`src/rtl/pedestrian_lanes_if.sv`:
```
// Bundle of the pedestrian mover's control inputs and lane-state outputs.
// The driver side uses the master modport and the mover uses the slave modport.
interface pedestrian_lanes_if #(
  parameter int N_PED = 4,
  parameter int W     = 8,
  parameter int CNT_W = 8
);
  logic               can_move;
  logic               freeze;
  logic [N_PED-1:0]   ped_en;
  logic [N_PED*W-1:0] y;
  logic               move_p;
  logic [N_PED-1:0]   dead;
  logic [CNT_W-1:0]   dead_count;

  modport master (
    output can_move, freeze, ped_en,
    input  y, move_p, dead, dead_count
  );

  modport slave (
    input  can_move, freeze, ped_en,
    output y, move_p, dead, dead_count
  );
endinterface

```
`src/rtl/pedestrian_lanes.sv`:
```
// Moves N_PED independent pedestrians vertically on each accepted tick, either
// wrapping at the bottom or bouncing, and counts bottom-edge events with saturation.
module pedestrian_lanes #(
  parameter int N_PED     = 4,
  parameter int W         = 8,
  parameter int Y_MAX     = 190,
  parameter int STEP      = 3,
  parameter int START_GAP = 48,
  parameter int MODE      = 0,
  parameter int CNT_W     = 8
) (
  input logic              clk,
  input logic              reset,
  pedestrian_lanes_if.slave bus
);

  localparam logic [W:0] Y_MAX_X = (W+1)'(Y_MAX);
  localparam logic [W:0] STEP_X  = (W+1)'(STEP);
  localparam int         SUM_W   = CNT_W + $clog2(N_PED + 1);
  localparam logic [SUM_W-1:0] CNT_MAX = {{(SUM_W-CNT_W){1'b0}}, {CNT_W{1'b1}}};

  if (Y_MAX + STEP >= (2 ** W)) begin : g_chk_range
    $error("Y_MAX+STEP must fit in W bits");
  end
  if ((N_PED - 1) * START_GAP > Y_MAX) begin : g_chk_gap
    $error("reset stagger exceeds Y_MAX");
  end
  if (STEP < 1) begin : g_chk_step
    $error("STEP must be at least 1");
  end

  typedef enum logic [1:0] {
    IDLE   = 2'd0,
    RUN    = 2'd1,
    FROZEN = 2'd2
  } state_t;

  state_t             state_r, state_s;
  logic               tick_s;
  logic [W-1:0]       y_r   [N_PED];
  logic [W-1:0]       y_s   [N_PED];
  logic [W:0]         sum_s [N_PED];
  logic [W:0]         diff_s[N_PED];
  logic [N_PED-1:0]   dir_r, dir_s;
  logic [N_PED-1:0]   dead_r, dead_s;
  logic               move_p_r;
  logic [CNT_W-1:0]   cnt_r, cnt_s;
  logic [SUM_W-1:0]   cnt_sum_s;

  function automatic logic [SUM_W-1:0] popcount(input logic [N_PED-1:0] v);
    logic [SUM_W-1:0] c;
    c = {SUM_W{1'b0}};
    for (int k = 0; k < N_PED; k++) begin
      c = c + SUM_W'(v[k]);
    end
    return c;
  endfunction

  // Lane position arithmetic is widened by one bit so the edge compares cannot overflow.
  for (genvar g = 0; g < N_PED; g++) begin : g_lane
    assign sum_s[g]              = {1'b0, y_r[g]} + STEP_X;
    assign diff_s[g]             = {1'b0, y_r[g]} - STEP_X;
    assign bus.y[g*W +: W]       = y_r[g];
  end

  assign bus.move_p     = move_p_r;
  assign bus.dead       = dead_r;
  assign bus.dead_count = cnt_r;

  // Control FSM next state and tick acceptance; freeze outranks can_move.
  always_comb begin
    state_s = state_r;
    tick_s  = 1'b0;
    case (state_r)
      IDLE: begin
        if (bus.can_move && !bus.freeze) begin
          state_s = RUN;
          tick_s  = 1'b1;
        end else begin
          state_s = IDLE;
        end
      end
      RUN: begin
        if (bus.freeze) begin
          state_s = FROZEN;
        end else begin
          state_s = RUN;
          tick_s  = bus.can_move;
        end
      end
      FROZEN: begin
        if (!bus.freeze) begin
          state_s = RUN;
        end else begin
          state_s = FROZEN;
        end
      end
      default: state_s = IDLE;
    endcase
  end

  // Per-lane next position, direction (1 = up) and dead event.
  always_comb begin
    for (int i = 0; i < N_PED; i++) begin
      y_s[i]    = y_r[i];
      dir_s[i]  = dir_r[i];
      dead_s[i] = 1'b0;
      if (tick_s && bus.ped_en[i]) begin
        if (MODE == 0) begin
          if ({1'b0, y_r[i]} > Y_MAX_X) begin
            y_s[i]    = {W{1'b0}};
            dead_s[i] = 1'b1;
          end else begin
            y_s[i] = sum_s[i][W-1:0];
          end
        end else if (!dir_r[i]) begin
          if (sum_s[i] > Y_MAX_X) begin
            y_s[i]    = Y_MAX_X[W-1:0];
            dir_s[i]  = 1'b1;
            dead_s[i] = 1'b1;
          end else begin
            y_s[i] = sum_s[i][W-1:0];
          end
        end else begin
          if ({1'b0, y_r[i]} < STEP_X) begin
            y_s[i]   = {W{1'b0}};
            dir_s[i] = 1'b0;
          end else begin
            y_s[i] = diff_s[i][W-1:0];
          end
        end
      end else begin
        y_s[i] = y_r[i];
      end
    end
  end

  // Saturating accumulation of this edge's dead events.
  always_comb begin
    cnt_sum_s = {{(SUM_W-CNT_W){1'b0}}, cnt_r} + popcount(dead_s);
    if (cnt_sum_s > CNT_MAX) begin
      cnt_s = CNT_MAX[CNT_W-1:0];
    end else begin
      cnt_s = cnt_sum_s[CNT_W-1:0];
    end
  end

  // State registers with synchronous active-low reset.
  always_ff @(posedge clk) begin
    if (!reset) begin
      state_r  <= IDLE;
      dir_r    <= {N_PED{1'b0}};
      dead_r   <= {N_PED{1'b0}};
      move_p_r <= 1'b0;
      cnt_r    <= {CNT_W{1'b0}};
      for (int i = 0; i < N_PED; i++) begin
        y_r[i] <= W'(i * START_GAP);
      end
    end else begin
      state_r  <= state_s;
      dir_r    <= dir_s;
      dead_r   <= dead_s;
      cnt_r    <= cnt_s;
      if (tick_s) begin
        move_p_r <= 1'b1;
      end else begin
        move_p_r <= move_p_r;
      end
      for (int i = 0; i < N_PED; i++) begin
        y_r[i] <= y_s[i];
      end
    end
  end

endmodule
```
`src/flat_wrapper.sv`:
```
// flat-port wrapper written by rule: the top's interface ports become plain ports
module pedestrian_lanes_flat 
#(
  parameter int N_PED     = 4,
  parameter int W         = 8,
  parameter int Y_MAX     = 190,
  parameter int STEP      = 3,
  parameter int START_GAP = 48,
  parameter int MODE      = 0,
  parameter int CNT_W     = 8
)
  (clk, reset, bus_can_move, bus_freeze, bus_ped_en, bus_y, bus_move_p, bus_dead, bus_dead_count);
  pedestrian_lanes_if #(.N_PED(N_PED), .W(W), .CNT_W(CNT_W)) bus_i ();
  input logic clk;
  input logic reset;
  input wire logic [$bits(bus_i.can_move)-1:0] bus_can_move;
  input wire logic [$bits(bus_i.freeze)-1:0] bus_freeze;
  input wire logic [$bits(bus_i.ped_en)-1:0] bus_ped_en;
  output wire logic [$bits(bus_i.y)-1:0] bus_y;
  output wire logic [$bits(bus_i.move_p)-1:0] bus_move_p;
  output wire logic [$bits(bus_i.dead)-1:0] bus_dead;
  output wire logic [$bits(bus_i.dead_count)-1:0] bus_dead_count;
  assign bus_i.can_move = bus_can_move;
  assign bus_i.freeze = bus_freeze;
  assign bus_i.ped_en = bus_ped_en;
  assign bus_y = bus_i.y;
  assign bus_move_p = bus_i.move_p;
  assign bus_dead = bus_i.dead;
  assign bus_dead_count = bus_i.dead_count;
  pedestrian_lanes #(.N_PED(N_PED), .W(W), .Y_MAX(Y_MAX), .STEP(STEP), .START_GAP(START_GAP), .MODE(MODE), .CNT_W(CNT_W)) u_core (.clk(clk), .reset(reset), .bus(bus_i));
endmodule
```
`config.mk`:
```
export PLATFORM = sky130hd
export DESIGN_NAME = pedestrian_lanes_flat
export DESIGN_NICKNAME = d
export VERILOG_FILES = /design/src/rtl/pedestrian_lanes_if.sv /design/src/rtl/pedestrian_lanes.sv /design/src/flat_wrapper.sv
export SDC_FILE = /design/constraint.sdc
export NUM_CORES = 1
export LEC_CHECK = 0
export CORE_MARGIN = 5
export CORE_UTILIZATION = 44
export CTS_CLUSTER_SIZE = 8
export DETAILED_ROUTE_END_ITERATION = 7
export GPL_TIMING_DRIVEN = 0
export PLACE_DENSITY = 0.71
export SLEW_MARGIN = 20
export SYNTH_ARGS = -nofsm -noshare
export SYNTH_HDL_FRONTEND = slang
export SYNTH_SLANG_ARGS = --single-unit
```
`constraint.sdc`:
```
create_clock -name clk -period 7.3 [get_ports clk]
set_clock_uncertainty 0.1 [all_clocks]
set_input_delay 1.095 -clock clk [delete_from_list [all_inputs] [get_ports clk]]
set_output_delay 1.095 -clock clk [all_outputs]
set_load 0.005 [all_outputs]
```
==> impl_metrics.tcl, run 1 <==
set metrics [dict create \
    status "completed" \
    max-cap-violations 0 \
    die_area_um2 7020 \
    place_congestion 0.837 \
    synth_edf_count 0 \
    cp_max_fo 9 \
    drc 0 \
    synth.cell_area_um2 2400 \
    startpoint_type "input pin" \
    p_sw_mw 0.117 \
    io_buffers 51 \
    grt_pass1_vias 1968 \
    slowest_delay_ns 0.54 \
    period_minus_slack_ns 4.18 \
    dp_hpwl_mm 4.20 \
    clockPowerShare_pct 35.3 \
    cp_top_family "adder cells" \
    dr_wl_met2_mm 2.57 \
    wl_met1_mm 2.64 \
    avgViaCountPerCell 5.29 \
    synth_cell_types 46 \
    clk_path_buf_depth 2 \
    crit_path_start "bus_can_move" \
    path_cells "clkdlybuf4s50_1 -> and2b_1 -> buf_6 -> nand4_1 -> nor2_1 -> ha_1 -> inv_1 -> fa_1 -> inv_1 -> ha_1 -> fa_1 -> a21o_1 -> and2_1 -> o21ai_0 -> a31oi_1" \
    syn_inst 269 \
    area_growth_pct 29.1 \
    hold_path_class "reg2reg" \
    ys_ff_latch 47 \
    max_clock_freq_ghz 0.239 \
    async_reset_ff_share_pct 0 \
    max-slew-margin-rel_pct 63.9 \
    cts_tree "done" \
    route.top_layer_used "met4" \
    syn_avg_cell_area_um2 8.91 \
    crit_type "in2reg" \
    fin_util_pct 59.4 \
    switching_share_pct 24.2 \
    power_frac_comb_pct 10.1 \
    grt_pass1_wl_mm 9.40 \
    cts_hold_buf 0 \
    root_buffer "clkbuf_8" \
    num_vias 2105 \
    fp.coreArea_um2 5200 \
    internal_power_mw 0.368 \
    slew_violations 0 \
    slowest_stage "clkdlybuf4s50_1" \
    regToRegEndpoint "u_core.bus.dead_count[4]" \
    drive_above_1_share_pct 7.01 \
    overflow 0 \
    leakage_nw 1.09 \
    path_buf_inv 4 \
    finalHoldViolCount 0 \
    fin_crit_sh_pct 57.3 \
    clk_pin_slew_ns 0.08 \
    ctsResizeCount 0 \
    cts_inserted_buffers 5 \
    row_count 26 \
    antenna-diode-count 0 \
    crit_required_ns 7.39 \
    ir_drop_uv 90.2 \
    chipWidth_um 83.8 \
    clk_latency_ns 0.30 \
    dr.pass1.iters 4 \
    worst-path-stages 15 \
    worstMarginPinSlew_ns 0.541 \
    wl_per_cell_um 14.1 \
    track_usage_pct 16.3 \
    yosysWarnings 0 \
    powerDensity_nw_per_um2 157 \
    synthFlopType "dfxtp_1" \
    pin_count 53 \
    setup_viol 0 \
    worstSetupEndpoint "u_core.bus.dead_count[4]" \
    initial_core_util_pct 46.0 \
    cts_sinks 47 \
    grt_max_degree 14 \
    wirelength_mm 5.61 \
    nFillCells 472 \
    cts_setup_buffers 0 \
    htreeDepth 2 \
    detail-route-antenna-nets 0 \
    synthesis.nets 295 \
    grt_antenna_before_repair 0 \
    cp.arrival_ns 4.27 \
    fin_setup_tns_ns 0 \
    die_y_um 83.8 \
    multi_input_area_um2 1310 \
    nNetsFinal 353 \
    ys_seq_area_share_pct 39.3 \
    seq_area_um2 941 \
    seqPwrFrac_pct 54.6 \
    reg2reg_from "u_core.state_r[0]" \
    drtIter0Drc 147 \
    r2r_slack_ns 3.76 \
    wl_met3_um 315 \
    worstRegToRegCells 16 \
    crit_path_end_kind "flip-flop" \
    grt_setup_unrepaired "false" \
]
==> layer usage <==
metal | vias to the layer above | GRT usage, %
met5 | - | 0
met4 | 0 | 5.41
met3 | 9 | 3.65
met2 | 67 | 26.0
met1 | 976 | 21.7
li1 | 1053 | -
==> worst reg2reg max path, stage by stage, from the launching register on <==
cell,delay [ns]
dfxtp_1,0.37
inv_1,0.05
ha_1,0.22
or2_0,0.24
buf_6,0.15
nand4_1,0.13
nor2_1,0.10
ha_1,0.30
inv_1,0.04
fa_1,0.47
inv_1,0.04
ha_1,0.20
fa_1,0.42
a21o_1,0.21
and2_1,0.17
o21ai_0,0.14
a31oi_1,0.05
==> cells in the final DEF, fill, tap and decap left out, types with 4 or more instances in the layout <==
cell	instances
o21a_1	4
nor3_1	11
xnor2_1	25
a31oi_1	5
nor4_1	13
dfxtp_1	47
nor4b_1	4
a21oi_1	5
nand3_1	5
ha_1	16
clkbuf_8	7
inv_1	24
o21ai_1	4
o21ai_0	10
a211oi_1	4
and3_2	4
nand4_1	4
clkbuf_1	4
clkdlybuf4s50_1	51
nor2_1	33
nand2_1	11
==> cells by family after synthesis <==
| group | share of synthesized area, % |
|---|---|
| AND/OR/NAND/NOR | 23.0 |
| flip-flops | 39.3 |
| AO/OA/AOI/OAI | 12.2 |
| buffers and inverters | 5.95 |
| XOR/XNOR | 9.50 |
| adder cells (fa/ha/maj) | 10.0 |
==> sequential cells by signal, indices dropped and copies added (netlist names) <==
register and cells:
u_core.y_r 32, u_core.state_r 2, u_core.bus.dead 4, u_core.bus.move_p 1, u_core.bus.dead_count 8
==> stage by stage <==
step	cells	hold slack, ns	instance area, µm²	setup WS (ns)	power (mW)
4_1_cts	398	0.350	3090	3.12	0.491
6_report	398	0.344	3090	3.12	0.486
5_1_grt	398	0.390	3090	2.91	0.505
3_3_place_gp	390	0.340	2990	2.84	0.319
3_5_place_dp	390	0.337	2990	2.80	0.320
2_1_floorplan	269	0.342	2400	3.55	0.299
==> worst min path at each step <==
stage / end / slack [ns] / startpoint / cells past startpoint
3_5_place_dp: u_core.bus.move_p / 0.34 / u_core.bus.move_p / 2
5_1_grt: u_core.bus.move_p / 0.39 / u_core.bus.move_p / 2
4_1_cts: u_core.bus.move_p / 0.35 / u_core.bus.move_p / 2
3_3_place_gp: u_core.bus.move_p / 0.34 / u_core.bus.move_p / 2
2_1_floorplan: u_core.bus.move_p / 0.34 / u_core.bus.move_p / 2
6_report: u_core.bus.move_p / 0.34 / u_core.bus.move_p / 2
==> area by class of cell <==
| type | instances | area share, % |
|---|---|---|
| Multi-Input combinational cell | 189 | 42.4 |
| Inverter | 25 | 3.03 |
| Timing Repair Buffer | 51 | 16.5 |
| Buffer | 8 | 1.58 |
| Tap cell | 70 | 2.83 |
| Clock buffer | 8 | 3.23 |
| Sequential cell | 47 | 30.4 |
==> power groups by stage <==
| stage | registers, mW | clock network [mW] | logic, mW |
|---|---|---|---|
| 4_1_cts | 0.265 | 0.177 | 0.0494 |
| 6_report | 0.265 | 0.171 | 0.0493 |
| 3_3_place_gp | 0.271 | 0 | 0.0483 |
| 3_5_place_dp | 0.271 | 0 | 0.0489 |
| 5_1_grt | 0.266 | 0.184 | 0.0547 |
| 2_1_floorplan | 0.270 | 0 | 0.0283 |
==> Yosys cell counts, types with 2 or more instances <==
cell      instances  area [µm²]
a311oi_1          2        17.5
a21oi_1           5        25.0
buf_2             3        15.0
nor3_1           11        55.1
clkbuf_1          3        11.3
nand4_1           4        25.0
buf_6             2        22.5
nand2b_1          3        18.8
nand2_1          11        41.3
o21a_1            4        30.0
a21o_1            2        15.0
ha_1             16         200
nor2_1           33         124
o21ai_1           4        20.0
o21ai_0          10        50.1
inv_1            24        90.1
xnor2_1          25         219
dfxtp_1          47         941
and3_2            4        30.0
fa_1              2        40.0
and4_1            3        26.3
a211oi_1          4        30.0
nor4b_1           4        35.0
nand3_1           5        25.0
nor4_1           13        81.3
a31oi_1           5        31.3
(Power assumes the default switching activity.)
==> run 2, diff against run 1 <==
--- a/config.mk
+++ b/config.mk
@@ -10,7 +10,7 @@
 export CTS_CLUSTER_SIZE = 8
 export DETAILED_ROUTE_END_ITERATION = 7
 export GPL_TIMING_DRIVEN = 0
-export PLACE_DENSITY = 0.71
+export PLACE_DENSITY = 0.74
 export SLEW_MARGIN = 20
 export SYNTH_ARGS = -nofsm -noshare
 export SYNTH_HDL_FRONTEND = slang
==> constraint.sdc (replaced) <==
create_clock -name clk -period 3.47 [get_ports clk]
set_clock_uncertainty 0.1 [all_clocks]
set_input_delay 0.5205 -clock clk [delete_from_list [all_inputs] [get_ports clk]]
set_output_delay 0.5205 -clock clk [all_outputs]
set_load 0.005 [all_outputs]
==> run 2 against run 1 <==
Critical endpoint is now u_core.bus.dead_count[6]. Highest routed layer unchanged. Largest power group unchanged. Design area increased by 3.9%. Sequential power increased by 110%. Non-clock buffer count increased by 8. Register-to-register slack got worse by 3.6 ns. First-iteration DRC count decreased by 21%. Setup slack got worse by 3.0 ns. Utilization increased by 2.3 points. Critical path depth increased by 1. Critical path type is now reg2reg. Largest cell class unchanged. Sequential share of layout area decreased by 1.1 points.
==> impl_metrics.tcl, run 2 (same netlist as run 1, synthesis figures left out) <==
set metrics [dict create \
    drc 0 \
    slowest_stage "fa_1" \
    status "completed" \
    powerDensity_nw_per_um2 339 \
    grt_max_degree 15 \
    worstMarginPinSlew_ns 0.570 \
    hold_start "u_core.bus.move_p" \
    row_count 26 \
    htreeDepth 2 \
    cp.arrival_ns 3.41 \
    num_vias 2172 \
    max-cap-violations 0 \
    cts_inserted_buffers 5 \
    io_buffers 51 \
    multi_input_area_um2 1350 \
    track_usage_pct 16.9 \
    cp_top_family "adder cells" \
    startpoint_type "flip-flop" \
    clockPowerShare_pct 38.7 \
    fin_crit_sh_pct 96.0 \
    largest_reg_flops 32 \
    wl_per_cell_um 14.6 \
    antenna-diode-count 0 \
    chipWidth_um 83.8 \
    clk_latency_ns 0.30 \
    cts_sinks 47 \
    seqPwrFrac_pct 51.2 \
    final_common_cell "clkdlybuf4s50_1" \
    avgViaCountPerCell 5.35 \
    reg2reg_from "u_core.state_r[0]" \
    slowest_delay_ns 0.47 \
    nNetsFinal 361 \
    cts_tree "done" \
    wirelength_mm 5.92 \
    slew_violations 0 \
    regMostFlops "u_core.y_r" \
    pre_cts_ws_ns -0.444 \
    holdPathStages 2 \
    die_area_um2 7020 \
    crit_path_end_kind "flip-flop" \
    place_congestion 0.851 \
    path_cells "inv_1 -> ha_2 -> or2_1 -> buf_6 -> nand4_1 -> nor2_2 -> ha_1 -> inv_1 -> fa_1 -> inv_1 -> ha_4 -> fa_2 -> a21o_1 -> buf_4 -> a21oi_2 -> a311oi_2" \
    switching_share_pct 23.7 \
    drive_above_1_share_pct 12.8 \
    nFillCells 462 \
    max_clock_freq_ghz 0.300 \
    cts_hold_buf 0 \
    dr.pass1.iters 5 \
    die_y_um 83.8 \
    power_frac_comb_pct 10.1 \
    period_minus_slack_ns 3.33 \
    worstRegToRegCells 16 \
    drtIter0Drc 116 \
    path_common_cell "inv_1" \
    crit_type "reg2reg" \
    crit_required_ns 3.55 \
    max-slew-margin-rel_pct 62.0 \
    path_buf_inv 5 \
    grt_pass1_vias 2064 \
    cp_max_fo 8 \
    fp.coreArea_um2 5200 \
    internal_power_mw 0.831 \
    regToRegEndpoint "u_core.bus.dead_count[6]" \
    initial_core_util_pct 46.0 \
    r2r_slack_ns 0.14 \
    fin_ws_ns 0.139 \
    setup_viol 0 \
    p_sw_mw 0.258 \
    power.total_mw 1.09 \
    hold_path_class "reg2reg" \
    clk_path_buf_depth 2 \
    overflow 0 \
    dp_hpwl_mm 4.26 \
    grt_pass1_wl_mm 9.94 \
    ir_drop_uv 261 \
    finalHoldViolCount 0 \
    clk_pin_slew_ns 0.09 \
    seq_area_um2 943 \
    layout_common_cells "clkdlybuf4s50_1, dfxtp_1, nor2_1" \
    area_growth_pct 34.2 \
    leakage_nw 1.14 \
    holdPathEnd "u_core.bus.move_p" \
    pin_count 53 \
    grt_antenna_before_repair 0 \
    detail-route-antenna-nets 0 \
    root_buffer "clkbuf_8" \
]
[run 2: changes by cell type in the layout (fill, tap and decap cells not counted), sizes merged]
cell	before	now
dlymetal6s2s	0	1
clkdlybuf4s50	51	49
buf	5	13
clkbuf	11	9
clkinv	1	2
dlygate4sd2	0	1
bufinv	0	1
[run 2: timing repair]
item / CTS / global route
setup endpoints to repair: 7 / 8
pin swaps: 2 / 7
resized for setup: 3 / 13
hold endpoints to repair: 0 / 0
setup buffers: 2 / 6
[run 2: routing by layer]
metal,vias to the layer above,wire [µm],track usage [%],share of wire (%)
met2,69,2800,27.4,47
met1,1020,2670,21.5,45
li1,1077,-,-,-
met5,-,0,0,0
met4,0,48,4.39,0.81
met3,6,405,5.53,6.8
[run 2: power by group through the flow]
stage	Clock, mW	Combinational, mW	Sequential (mW)
global route	0.452	0.121	0.559
floorplan	0	0.0595	0.569
global placement	0	0.101	0.570
CTS	0.431	0.104	0.558
finish	0.421	0.110	0.558
detailed placement	0	0.102	0.570
[run 2: worst max path at each step]
stage | startpoint | slack [ns] | to | cells after the start
2_1_floorplan | u_core.state_r[0] | 0.17 | u_core.bus.dead_count[4] | 16
3_3_place_gp | bus_can_move | -0.42 | u_core.bus.dead_count[4] | 15
3_5_place_dp | bus_can_move | -0.44 | u_core.bus.dead_count[4] | 15
4_1_cts | bus_can_move | 0.003 | u_core.bus.dead_count[4] | 14
5_1_grt | u_core.state_r[0] | -0.03 | u_core.bus.dead_count[6] | 16
6_report | u_core.state_r[0] | 0.14 | u_core.bus.dead_count[6] | 16
[run 2: tightest hold or removal path, stage by stage, from the launching register on]
cell and delay [ns]:
dfxtp_1 0.32, inv_1 0.04, a21oi_1 0.05
[run 2: metrics by stage]
step / setup TNS, ns / cell area, µm² / cells / hold WS, ns / util (%)
2_1_floorplan: 0 / 2400 / 269 / 0.342 / -
3_3_place_gp: -2.75 / 2990 / 390 / 0.338 / 57.5
3_5_place_dp: -2.87 / 2990 / 390 / 0.343 / 57.5
4_1_cts: 0 / 3130 / 400 / 0.358 / 60.1
5_1_grt: -0.0288 / 3210 / 406 / 0.390 / 61.8
6_report: 0 / 3210 / 406 / 0.351 / 61.8
[run 2: area by class of cell]
class                           count  share of cell area, %
Tap cell                           70                   2.72
Timing Repair Buffer               59                   17.8
Sequential cell                    47                   29.3
Buffer                              8                   1.52
Inverter                           25                   2.92
Multi-Input combinational cell    189                   42.0
Clock buffer                        6                   2.57
Clock inverter                      2                   1.09
==> run 3, diff against run 2 <==
--- a/config.mk
+++ b/config.mk
@@ -15,3 +15,4 @@
 export SYNTH_ARGS = -nofsm -noshare
 export SYNTH_HDL_FRONTEND = slang
 export SYNTH_SLANG_ARGS = --single-unit
+export TNS_END_PERCENT = 100
==> results of run 3 <==
The final DEF is identical to that of run 2; final timing and power are the same.
